File: src/rtl/lc3b_types.sv
// Shared types for the cache / physical-memory arbiter.
//   lc3b_word     : 16-bit byte address
//   lc3b_8word    : 128-bit cache line (eight 16-bit words)
//   arb_state_t   : arbiter FSM states
//   arb_client_t  : which cache owns (or last owned) the pmem port
//   arb_op_t      : latched memory operation for the granted request
package lc3b_types;

  typedef logic [15:0]  lc3b_word;
  typedef logic [127:0] lc3b_8word;

  typedef enum logic [1:0] {
    IDLE   = 2'd0,
    I_BUSY = 2'd1,
    D_BUSY = 2'd2,
    RESP   = 2'd3
  } arb_state_t;

  typedef enum logic {
    CLIENT_I = 1'b0,
    CLIENT_D = 1'b1
  } arb_client_t;

  typedef enum logic {
    OP_READ  = 1'b0,
    OP_WRITE = 1'b1
  } arb_op_t;

endpackage

File: src/rtl/sat_counter.sv
// Saturating up-counter: holds at all-ones instead of wrapping.
//   clk      : clock
//   clear_i  : synchronous clear (highest priority)
//   inc_i    : increment request for this cycle
//   value_o  : current count
module sat_counter #(
  parameter int WIDTH = 16
) (
  input  logic             clk,
  input  logic             clear_i,
  input  logic             inc_i,
  output logic [WIDTH-1:0] value_o
);

  logic [WIDTH-1:0] value_q, value_d;

  always_comb begin
    value_d = value_q;
    if (inc_i && (value_q != '1)) begin
      value_d = value_q + 1'b1;
    end
  end

  always_ff @(posedge clk) begin
    if (clear_i) begin
      value_q <= '0;
    end else begin
      value_q <= value_d;
    end
  end

  assign value_o = value_q;

endmodule

File: src/rtl/cache_pmem_arbiter.sv
// Arbiter between the split I-cache and D-cache and the single physical
// memory port. Requests are line-granularity; the winner's address/op/wdata
// are latched so pmem outputs stay stable while memory is busy, the returned
// line is registered per client, and a one-cycle resp goes to the winner.
//   clk, reset                       : clock, synchronous active-high reset
//   i_pmem_read/_address             : I-cache read request (level)
//   i_pmem_rdata/_resp               : line and completion pulse to I-cache
//   d_pmem_read/_write/_address/_wdata : D-cache request (level)
//   d_pmem_rdata/_resp               : line and completion pulse to D-cache
//   pmem_read/_write/_address/_wdata : request to physical memory
//   pmem_rdata/_resp                 : memory return
//   conflict_count                   : saturating count of contended IDLE cycles
module cache_pmem_arbiter
  import lc3b_types::*;
#(
  parameter int ADDR_WIDTH = $bits(lc3b_word),
  parameter int LINE_WIDTH = $bits(lc3b_8word),
  parameter int CNT_WIDTH  = 16
) (
  input  logic                  clk,
  input  logic                  reset,
  input  logic                  i_pmem_read,
  input  logic [ADDR_WIDTH-1:0] i_pmem_address,
  output logic [LINE_WIDTH-1:0] i_pmem_rdata,
  output logic                  i_pmem_resp,
  input  logic                  d_pmem_read,
  input  logic                  d_pmem_write,
  input  logic [ADDR_WIDTH-1:0] d_pmem_address,
  input  logic [LINE_WIDTH-1:0] d_pmem_wdata,
  output logic [LINE_WIDTH-1:0] d_pmem_rdata,
  output logic                  d_pmem_resp,
  output logic                  pmem_read,
  output logic                  pmem_write,
  output logic [ADDR_WIDTH-1:0] pmem_address,
  output logic [LINE_WIDTH-1:0] pmem_wdata,
  input  logic [LINE_WIDTH-1:0] pmem_rdata,
  input  logic                  pmem_resp,
  output logic [CNT_WIDTH-1:0]  conflict_count
);

  arb_state_t            state_q, state_d;
  arb_client_t           last_grant_q, last_grant_d;
  arb_op_t               op_q, op_d;
  logic [ADDR_WIDTH-1:0] addr_q, addr_d;
  logic [LINE_WIDTH-1:0] wdata_q, wdata_d;
  logic [LINE_WIDTH-1:0] i_rdata_q, i_rdata_d;
  logic [LINE_WIDTH-1:0] d_rdata_q, d_rdata_d;

  logic i_req, d_req, contended;

  assign i_req     = i_pmem_read;
  assign d_req     = d_pmem_read | d_pmem_write;
  assign contended = (state_q == IDLE) && i_req && d_req;

  always_comb begin
    state_d      = state_q;
    last_grant_d = last_grant_q;
    op_d         = op_q;
    addr_d       = addr_q;
    wdata_d      = wdata_q;
    i_rdata_d    = i_rdata_q;
    d_rdata_d    = d_rdata_q;
    pmem_read    = 1'b0;
    pmem_write   = 1'b0;
    i_pmem_resp  = 1'b0;
    d_pmem_resp  = 1'b0;

    unique case (state_q)
      IDLE: begin
        // On a tie the client that did not win last time gets the port.
        if (i_req && (!d_req || (last_grant_q == CLIENT_D))) begin
          state_d      = I_BUSY;
          last_grant_d = CLIENT_I;
          op_d         = OP_READ;
          addr_d       = i_pmem_address;
        end else if (d_req) begin
          state_d      = D_BUSY;
          last_grant_d = CLIENT_D;
          // Read and write together is illegal; the writeback is honoured.
          op_d         = d_pmem_write ? OP_WRITE : OP_READ;
          addr_d       = d_pmem_address;
          wdata_d      = d_pmem_wdata;
        end
      end
      I_BUSY: begin
        pmem_read = 1'b1;
        if (pmem_resp) begin
          i_rdata_d = pmem_rdata;
          state_d   = RESP;
        end
      end
      D_BUSY: begin
        pmem_read  = (op_q == OP_READ);
        pmem_write = (op_q == OP_WRITE);
        if (pmem_resp) begin
          if (op_q == OP_READ) begin
            d_rdata_d = pmem_rdata;
          end
          state_d = RESP;
        end
      end
      RESP: begin
        // last_grant_q was written at grant time, so it names the current owner.
        // The unconditional return to IDLE gives the cache a cycle to drop
        // its request before it could be re-arbitrated.
        i_pmem_resp = (last_grant_q == CLIENT_I);
        d_pmem_resp = (last_grant_q == CLIENT_D);
        state_d     = IDLE;
      end
      default: state_d = IDLE;
    endcase
  end

  always_ff @(posedge clk) begin
    if (reset) begin
      state_q      <= IDLE;
      last_grant_q <= CLIENT_D;
      op_q         <= OP_READ;
      addr_q       <= '0;
      wdata_q      <= '0;
      i_rdata_q    <= '0;
      d_rdata_q    <= '0;
    end else begin
      state_q      <= state_d;
      last_grant_q <= last_grant_d;
      op_q         <= op_d;
      addr_q       <= addr_d;
      wdata_q      <= wdata_d;
      i_rdata_q    <= i_rdata_d;
      d_rdata_q    <= d_rdata_d;
    end
  end

  assign pmem_address = addr_q;
  assign pmem_wdata   = wdata_q;
  assign i_pmem_rdata = i_rdata_q;
  assign d_pmem_rdata = d_rdata_q;

  sat_counter #(
    .WIDTH (CNT_WIDTH)
  ) u_conflict_cnt (
    .clk     (clk),
    .clear_i (reset),
    .inc_i   (contended),
    .value_o (conflict_count)
  );

endmodule

File: config.mk
export PLATFORM = sky130hd
export DESIGN_NAME = cache_pmem_arbiter
export DESIGN_NICKNAME = d
export VERILOG_FILES = /design/src/rtl/lc3b_types.sv /design/src/rtl/sat_counter.sv /design/src/rtl/cache_pmem_arbiter.sv
export SDC_FILE = /design/constraint.sdc
export NUM_CORES = 1
export LEC_CHECK = 0
export ABC_AREA = 1
export CELL_PAD_IN_SITES_DETAIL_PLACEMENT = 2
export CELL_PAD_IN_SITES_GLOBAL_PLACEMENT = 2
export CORE_AREA = 2 2 276 278
export DETAILED_ROUTE_END_ITERATION = 10
export DIE_AREA = 0 0 278 280
export PLACE_DENSITY_LB_ADDON = 0.1
export SETUP_SLACK_MARGIN = 0.4
export SLEW_MARGIN = 20
export SYNTH_ARGS = -nofsm -noshare
export SYNTH_HDL_FRONTEND = slang
export SYNTH_SLANG_ARGS = --single-unit
export TNS_END_PERCENT = 50
File: constraint.sdc
create_clock -name clk -period 2.6 [get_ports clk]
set_input_delay 0.26 -clock clk [delete_from_list [all_inputs] [get_ports clk]]
set_output_delay 0.26 -clock clk [all_outputs]
set_load 0.005 [all_outputs]
==> results.md <==
- Setup Total Neg Slack: 0 ps
- Die boundary width: 278 µm
- Number of nets in the synthesized netlist: 2278
- P_leak: 9.51 nW
- Number of routed nets with antenna violations: 0
- Latest clock arrival within the worst-skew pair: 600 ps
- Most numerous cell types in the synthesized netlist: 550 x sky130_fd_sc_hd__nor2_1, 420 x sky130_fd_sc_hd__dfxtp_1, 320 x sky130_fd_sc_hd__o21ai_0
- Initial cell density of the core: 20.2%
- Post-route DRC: 0
- Normalized max-slew margin: 59.7%
- Root Buffer: sky130_fd_sc_hd__clkbuf_16
- Slew at the pin closest to its max-slew limit: 605 ps
- Most used DFF post-synth: sky130_fd_sc_hd__dfxtp_1
- Fin crit period: 2100 ps
- Synth top area share: 55.5%
- Max capacitance violation total: 0
- Nature of the critical path startpoint: flip-flop
- Final Instance Area: 0.0253 mm²
- Area added between synthesis and finish: 66.7%
- Number of placement rows: 101
- Number of antenna violations at the first check in global routing: 12
- Final worst clock skew: 29.4 ps
- Vias after detailed routing: 16000
- Switching power as a share of total power: 31.9%
- Hold-fix buffers at CTS: 0
- Number of failing setup endpoints in the final timing report: 0
- Least setup slack across all paths after layout: 497 ps
- Power density relative to cell area: 949 mW/mm²
- Via count of the first global-routing pass: 17400
- Port Buffer Count: 713
- Routed wire length: 75800 µm
- Sequential share of power: 36.8%
- GPL Wtd Cong: 0.788
- Count of unique library cells instantiated by Yosys: 24
- Synthesized flop and latch total: 420
- Number of enable-type register cells in the synthesized netlist: 0
- Syn_area_per_cell: 7.66 µm²
- Buffers and inverters on the worst path: 2
- Final net count: 2955
- CP peak stage delay: 560 ps
- Die height: 280 µm
- Outcome: completed
- Full die area: 0.0778 mm²
- Internal power consumption: 16.3 mW
- Delay-heaviest family, CP: buffers and inverters
- Largest vdd supply drop: 456 µV
- Slowest cell on crit path: sky130_fd_sc_hd__clkdlybuf4s50_1
- Final hold vios: 0
- Largest cells by area after synthesis: sky130_fd_sc_hd__dfxtp_1 55%, sky130_fd_sc_hd__nor2_1 14%, sky130_fd_sc_hd__o21ai_0 11%, sky130_fd_sc_hd__a21oi_1 5.3%, sky130_fd_sc_hd__inv_1 3.7%
- Wire length of the first global-routing pass: 111000 µm
- Maximum level of the CTS H-tree: 2
- Asr flop ratio synth: 0%
- Setup repair after global routing missed its margin: true
- DPL Wire Length: 56700 µm
- Library cell with the largest summed area after synthesis: sky130_fd_sc_hd__dfxtp_1
- Switching power: 7.65 mW
- Arrival time of the worst setup path: 1840 ps
- Critical path cell sequence: ha_1 > nand2_1 > inv_1 > clkdlybuf4s50_1
- Fraction of the yosys area taken by sequential cells: 55.5%
- Fraction of final layout cells sized beyond drive strength 1: 5.27%
- Total global routing overflow: 0
- Per-cell via count in the routed design: 4.36
- Req. time, crit path: 2340 ps
- Classification of the worst setup path: reg -> out
- Critical-path maximum fanout: 4
- Slew Limit Fails: 0
- TritonCTS Sinks: 420
- Maximum buffer depth of the clock tree: 3
- Routed wire length per instance: 20.6 µm
- Total CTS buffers: 53
- Number of instances in the synthesized netlist: 1979
- Highest Clock Rate: 476 MHz
- Cell area after placement: 0.0235 mm²
- Combinational share of power: 32.5%
- Cell with the most instances after synthesis: sky130_fd_sc_hd__nor2_1
- Path category of the worst min-delay check: in -> reg
- Type of destination of the critical path: primary output
- Post-place setup slack: 432 ps
- Synthesized cell area: 0.0152 mm²
- Post-route fraction of the period consumed by the critical path: 80.9%
- Clock share of power: 30.7%
- Number of I/O pins: 714
- Yosys Warn Count: 0
- Initial detailed-routing violation count: 414
- Pre-Repair DR Iteration Count: 4
- TritonCTS clock tree: done
- Largest net degree at the start of global routing: 129
- Core Region: 0.0752 mm²
- Clock-pin slew of the registers on the worst-case setup and hold paths: 60 ps
- Overall Global Routing Usage: 18.7%
==> path summary, 6_finish.rpt <==
| kind | startpoint | end | slack (ps) | depth (start not counted) |
|---|---|---|---|---|
| worst max-delay path | state_q[1]$_SDFFE_PP0P_ | d_pmem_resp | 500 | 4 |
| worst min register to register | d_pmem_rdata[52]$_SDFFE_PP0P_ | d_pmem_rdata[52]$_SDFFE_PP0P_ | 440 | 2 |
| worst min-delay path | d_pmem_wdata[65] | pmem_wdata[65]$_SDFFE_PP0P_ | 250 | 3 |
| worst max register to register | state_q[0]$_SDFFE_PP0P_ | pmem_wdata[35]$_SDFFE_PP0P_ | 550 | 9 |
==> stage by stage <==
step                      cells  total power, mW  hold WS [ps]  utilization (%)
after floorplan            1979             11.7           395                -
after global placement     3578             16.7           429             31.3
after detailed placement   3578             16.9           438             31.3
after CTS                  3673             24.5           211             33.6
after global routing       3675             25.6           234             33.6
final                      3678             24.0           251             33.6
==> flip-flops by register name (all words and copies together) (netlist names) <==
name and count:
last_grant_q 1, u_conflict_cnt.value_o 16, d_pmem_rdata 128, pmem_wdata 128, i_pmem_rdata 128, pmem_address 16, state_q 2, op_q 1
==> cell type report <==
type / instances / area [µm²]
Clock inverter: 16 / 163
Timing Repair Buffer: 758 / 7720
Multi-Input combinational cell: 1270 / 5610
Fill cell: 8550 / 49900
Sequential cell: 420 / 8410
Inverter: 153 / 587
Tap cell: 978 / 1220
Antenna cell: 4 / 10.0
Clock buffer: 79 / 1550
==> worst min-delay path, delay by kind of cell <==
family | cells | cell delay (ps)
simple gates | 2 | 150
buf+inv | 1 | 400
==> per-layer routing <==
metal  wire length (µm)  GRT usage (%)  up-vias
met1              29200           20.2     7817
li1                   -              -     7673
met5                 83              0        -
met2              38800           34.6      428
met3               5930           6.82      103
met4               1800           4.59       14
==> cell families after synthesis <==
kind of cell | Yosys count | synth area share (%)
and+or+nand+nor | 708 | 17.9
AOI/OAI and AO/OA | 555 | 18.4
DFF | 420 | 55.5
buffers and inverters | 289 | 7.69
adders and majority gates | 5 | 0.413
xor gates and xnor gates | 2 | 0.116
==> power groups by stage <==
stage          Clock (mW)  Sequential, mW  Combinational [mW]
4_1_cts              7.66            8.85                8.01
6_report             7.37            8.82                7.81
3_3_place_gp            0            8.87                7.82
5_1_grt              7.93            9.04                8.59
2_1_floorplan           0            8.97                2.70
3_5_place_dp            0            8.94                7.96
==> cell usage in the layout (no fill, tap or decap), drive strengths merged <==
master | synthesis | layout
clkdlybuf4s50 | 0 | 710
nor2 | 555 | 555
dfxtp | 420 | 420
o21ai | 392 | 392
a21oi | 161 | 161
inv | 153 | 155
nand2 | 131 | 131
clkbuf | 100 | 80
buf | 36 | 44
nand3 | 17 | 17
clkinv | 0 | 11
ha | 5 | 5
diode | 0 | 4
bufinv | 0 | 3
nand4 | 2 | 2
nand3b | 2 | 2
o21bai | 2 | 2
dlymetal6s2s | 0 | 2
nor3 | 1 | 1
xnor2 | 1 | 1
xor2 | 1 | 1
dlygate4sd2 | 0 | 1
==> repair_timing <==
action | in CTS | in global routing
pin swaps | 0 | 1
cloned | 0 | 0
buffers inserted | 0 | 1
gates resized for setup | 1 | 7
endpoints found under the setup margin | 3 | 43
Note: power is estimated with default switching activity, not from simulation.
